### src/rtl/keypad_responder.sv
// keypad_responder: memory-mapped 4x4 keypad scanner, debouncer and key-code FIFO; define KEYPAD_IRQ_EN to add the irq output
module keypad_responder #(
  parameter logic [31:0] BASE_ADDR = 32'h0000_F000,
  parameter int SCAN_DIV = 50000,
  parameter int DEBOUNCE = 4,
  parameter int FIFO_DEPTH = 8
) (
  input  logic        clk,
  input  logic        rst,
  input  logic [31:0] addr_in,
  input  logic [31:0] data_in,
  input  logic        wr_en,
  output logic [31:0] data_out,
  output logic [3:0]  cols,
  input  logic [3:0]  rows
`ifdef KEYPAD_IRQ_EN
  ,
  output logic        irq
`endif
);
  localparam int DW = $clog2(SCAN_DIV);
  localparam int CW = $clog2(DEBOUNCE + 1);
  localparam int AW = $clog2(FIFO_DEPTH);
  localparam logic [DW-1:0] DIV_LAST = DW'(SCAN_DIV - 1);
  localparam logic [CW-1:0] DB = CW'(DEBOUNCE);
  localparam logic [4:0] FULL_CNT = 5'(FIFO_DEPTH);
  logic hit, wr_q, we, ctrl_we, scan_en, irq_en;
  logic tc, sweep_end, upd, push, pop, do_push, do_pop, clr_ovf, overflow, full, empty;
  logic [DW-1:0] div;
  logic [1:0] c;
  logic [11:0] snap;
  logic [15:0] sweep, prev_snap, stable_keys, pending, push_mask;
  logic [CW-1:0] cnt, cnt_nx;
  logic [3:0] code, head;
  logic [3:0] mem [FIFO_DEPTH];
  logic [AW-1:0] wptr, rptr;
  logic [4:0] count;
  logic [31:0] rd;
  logic unused_ok;
  assign unused_ok = ^{data_in[31:1], addr_in[1:0]};
  always_comb begin
    hit = addr_in[31:4] == BASE_ADDR[31:4];
    we = wr_en & ~wr_q & hit;
    ctrl_we = we & (addr_in[3:2] == 2'd2);
    pop = we & (addr_in[3:2] == 2'd0);
    clr_ovf = we & (addr_in[3:2] == 2'd1) & data_in[0];
    tc = div == DIV_LAST;
    sweep_end = tc & (c == 2'd3);
    sweep = {~rows, snap};
    cnt_nx = sweep != prev_snap ? CW'(1) : cnt == DB ? DB : cnt + 1'b1;
    upd = scan_en & sweep_end & (cnt_nx == DB);
    push_mask = pending & (~pending + 16'd1);
    push = scan_en & (|pending);
    code = '0;
    for (int i = 15; i >= 0; i--) if (pending[i]) code = 4'(i);
    empty = count == 5'd0;
    full = count == FULL_CNT;
    do_pop = pop & ~empty;
    do_push = push & (~full | do_pop);
    head = empty ? 4'd0 : mem[rptr];
    rd = ~hit ? 32'd0 :
         addr_in[3:2] == 2'd0 ? {27'b0, ~empty, head} :
         addr_in[3:2] == 2'd1 ? {24'b0, count, overflow, full, empty} :
         addr_in[3:2] == 2'd2 ? {30'b0, irq_en, scan_en} : 32'd0;
    cols = scan_en ? ~(4'b0001 << c) : 4'b1111;
  end
  always_ff @(posedge clk) begin
    if (rst) begin
      wr_q <= 1'b0;
      data_out <= '0;
      scan_en <= 1'b1;
    end else begin
      wr_q <= wr_en;
      data_out <= rd;
      if (ctrl_we) scan_en <= data_in[0];
    end
  end
`ifdef KEYPAD_IRQ_EN
  always_ff @(posedge clk) begin
    if (rst) begin
      irq_en <= 1'b0;
      irq <= 1'b0;
    end else begin
      if (ctrl_we) irq_en <= data_in[1];
      irq <= irq_en & ~empty;
    end
  end
`else
  assign irq_en = 1'b0;
`endif
  // column snapshots shift in from the top so column 0 lands in bits [3:0]
  always_ff @(posedge clk) begin
    if (rst || !scan_en) begin
      div <= '0;
      c <= '0;
      snap <= '0;
      cnt <= '0;
      pending <= '0;
    end else begin
      div <= tc ? '0 : div + 1'b1;
      if (tc) begin
        c <= c + 1'b1;
        snap <= {~rows, snap[11:4]};
      end
      if (sweep_end) cnt <= cnt_nx;
      pending <= (pending & ~push_mask) | (upd ? sweep & ~stable_keys : 16'd0);
    end
  end
  always_ff @(posedge clk) begin
    if (rst) begin
      prev_snap <= '0;
      stable_keys <= '0;
    end else if (scan_en && sweep_end) begin
      prev_snap <= sweep;
      if (upd) stable_keys <= sweep;
    end
  end
  always_ff @(posedge clk) begin
    if (do_push) mem[wptr] <= code;
  end
  always_ff @(posedge clk) begin
    if (rst) begin
      wptr <= '0;
      rptr <= '0;
      count <= '0;
      overflow <= 1'b0;
    end else begin
      if (do_push) wptr <= wptr + 1'b1;
      if (do_pop) rptr <= rptr + 1'b1;
      count <= count + {4'b0, do_push} - {4'b0, do_pop};
      overflow <= (overflow & ~clr_ovf) | (push & ~do_push);
    end
  end
endmodule

### config.mk
export PLATFORM = sky130hd
export DESIGN_NAME = keypad_responder
export DESIGN_NICKNAME = d
export VERILOG_FILES = /design/src/rtl/keypad_responder.sv
export SDC_FILE = /design/constraint.sdc
export NUM_CORES = 1
export LEC_CHECK = 0
export CORE_AREA = 4 4 137 126
export DETAILED_ROUTE_END_ITERATION = 7
export DIE_AREA = 0 0 141 130
export GPL_TIMING_DRIVEN = 0
export PLACE_DENSITY = 0.66
export SYNTH_ARGS = -nofsm -noshare
export SYNTH_HDL_FRONTEND = slang
export SYNTH_SLANG_ARGS = --single-unit
### constraint.sdc
create_clock -name clk -period 2.9 [get_ports clk]
set_clock_uncertainty 0.2 [all_clocks]
set_input_delay 0.29 -clock clk [delete_from_list [all_inputs] [get_ports clk]]
set_output_delay 0.29 -clock clk [all_outputs]
set_load 0.01 [all_outputs]
==> summary.txt <==
Timing
  • Max frequency: 0.340 GHz
  • Pins Over Slew Limit: 0
  • Tmin final: 2.94 ns
  • Worst slew pin tran: 0.929 ns
  • Final WS setup: -0.0380 ns
  • RSZ-0062 raised after global routing: true
  • Setup TNS: -0.0380 ns
  • Worst rel slew slack: 37.5%
  • Final setup viols: 1
  • Tcrit/Tclk final: 101%
  • Hold Violations, Final: 0

Global routing
  • Number of global-route vias before repair: 4,858
  • First-pass GRT wire length: 24,000 um
  • Largest net degree at the start of global routing: 17
  • Grt total ovfl: 0
  • Initial antenna violation count: 0
  • Overall Global Routing Usage: 16.6%

Min path
  • Hold Crit Start: rst
  • Hold Crit Class: input pin to register
  • Min-Delay Endpoint: wptr[0]
  • Hold path cells: 3

Worst setup path
  • Worst r2r src: count[3]
  • CP Data Required Time: 3.05 ns
  • Depth of the most critical reg-to-reg path: 13
  • Reg2Reg Setup Slack: -0.04 ns
  • CP Class: register to register
  • FF-to-FF End: count[4]
  • Critical Path AT: 3.09 ns
  • CP Capture Type: register
  • CP max FO: 4
  • Startpoint types: register

CTS
  • CTS clk-pin slew, worst paths: 0.06 ns
  • CTS Hold Bufs: 0
  • Clock Tree Buf Depth: 2
  • Clk sink count: 138
  • CTS buffer count: 17
  • CTS tree: built
  • CTS root buf: clkbuf_16
  • Clk_lat worst skew: 0.42 ns
  • CTS H-tree depth: 4

Floorplanning
  • CORE AREA: 15,900 um2
  • Area of the die: 18,300 um2
  • Horiz. Die Dim: 141 um
  • Initial core utilization: 39.6%
  • IO Pins: 107
  • Num rows: 44
  • Die height: 130 um

Logic synthesis
  • Ys flop type: dfxtp_1
  • EDFF count, synth: 32
  • Synthesized flop and latch total: 138
  • Ys async rst share: 0%
  • Ys Warns: 0
  • Largest cells by area after synthesis: dfxtp_1, edfxtp_1, a21oi_1
  • Syn Inst Count: 638
  • Most common cell in the synthesized netlist: dfxtp_1
  • Post-Syn Area per Cell: 9.83 um2
  • Synth area leader: dfxtp_1
  • Commonest cells post-synth: dfxtp_1, nand2_1, a21oi_1
  • Cell variety after synth: 59
  • Cell area after synthesis: 6270 um2
  • Sequential share of the synthesized area: 49.2%
  • Synth top area share: 33.8%

Finish
  • FILL cells: 1,438
  • Post-layout util: 49.8%
  • Share of cells above drive strength 1: 15.4%
  • Register area: 3090 um2
  • Layout area overhead: 25.9%
  • Multi-input gate area: 3060 um2
  • Final nets: 829
  • Final non-filler cell area: 7900 um2
  • Non-filler instance count after layout: 961
  • ANT cells: 0

Route
  • First drt pass iteration count: 4
  • DRT iter0 DRCs: 259
  • DRT Wirelength: 14,600 um
  • Vias: 4,913
  • WL/cell: 15.2 um
  • Final ANT Viol Nets: 0
  • Avg Vias per Cell: 5.11
  • Number of remaining DRC errors: 0

Power and ir drop
  • Static Leak: 2.94 nW
  • Cell Pwr Density: 513 nW/um2
  • Worst VDD drop: 0.000416 V

Place
  • Dpl hpwl: 10,900 um
  • GP Congestion: 0.825
  • Placed Area: 7140 um2
  • PortBufs: 48
  • Placed insts: 916

Run
  • Max Cap Viol: 0

Run status
  • Failing checks: setup timing
  • Status: finished with violations
[logic make-up after synthesis]
logic type	count (synthesis)	synth area share (%)
AND/OR/NAND/NOR	233	20.0
flip-flops	138	49.2
AO/OA/AOI/OAI	122	11.9
buffers and inverters	75	6.13
XOR/XNOR	35	4.89
adder cells (fa/ha/maj)	17	3.51
multiplexers	17	4.41
other	1	0.0598
[stage by stage]
step	hold slack (ns)	power, mW	setup slack [ns]
5_1_grt	0.228	4.19	-0.166
4_1_cts	0.187	4.09	-0.152
3_3_place_gp	0.244	2.16	-0.572
3_5_place_dp	0.248	2.17	-0.720
6_report	0.197	4.05	-0.0380
2_1_floorplan	0.186	2.09	-0.0668
[flip-flops by register name (all words and copies together) (netlist names), named ones only]
register     cells
scan_en          1
data_out         8
mem             32
c                2
div             16
overflow         1
cnt              3
snap            12
count            5
prev_snap       16
rptr             3
wptr             3
stable_keys     16
pending         16
wr_q             1
[what timing repair did]
action,CTS,global route
endpoints found under the setup margin,28,20
buffers inserted,7,6
pin swaps,9,6
cloned,0,0
resized for setup,10,9
[where the power goes]
| group | leakage [nW] | switching (mW) | internal, mW |
|---|---|---|---|
| registers | 1.23 | 0.00411 | 1.96 |
| clock network | 0.257 | 0.770 | 1.15 |
| logic | 1.45 | 0.0793 | 0.0820 |
| total | 2.94 | 0.853 | 3.20 |
[layout by cell type, fill, tap and decap left out, types with 20 or more instances in the layout]
cell type,instances
nand2_1,70
edfxtp_1,32
clkbuf_1,24
a21oi_1,59
dfxtp_1,104
xor2_1,21
conb_1,24
o21ai_0,20
buf_4,37
clkdlybuf4s50_1,48
nor2_1,50
[metal layers]
layer | global-route usage [%] | vias to the layer above | part of all wire [%]
li1 | - | 2440 | -
met1 | 18.6 | 2327 | 40
met2 | 30.5 | 121 | 51
met3 | 4.32 | 25 | 6.8
met4 | 6.21 | 0 | 1.7
met5 | 0 | - | 0
[cell type report]
class	count	area share [%]
well taps	207	3.28
clock buffers	20	5.53
clock inverters	12	1.05
plain buffers	55	3.91
flip-flops and latches	138	39.1
inverters	20	0.951
multi-input cells	448	38.7
repair buffers	61	7.48
[worst max-delay path, cell delays in order, from the launching register on]
cell	delay (ns)
dfxtp_2	0.33
inv_2	0.05
ha_4	0.14
nor4b_4	0.13
or3_4	0.36
nor3_4	0.25
ha_1	0.19
inv_2	0.04
ha_4	0.15
fa_2	0.35
a21oi_2	0.13
nor2_1	0.06
or3_1	0.34
a21oi_1	0.14
[worst max-delay path by stage]
stage / end / depth (start not counted) / start
finish: count[4] / 13 / count[3]
global route: count[4] / 13 / count[3]
CTS: count[4] / 13 / count[2]
detailed placement: mem[1][0] / 6 / addr_in[26]
global placement: mem[1][0] / 6 / addr_in[26]
floorplan: count[4] / 13 / count[3]
(Power assumes the default switching activity.)
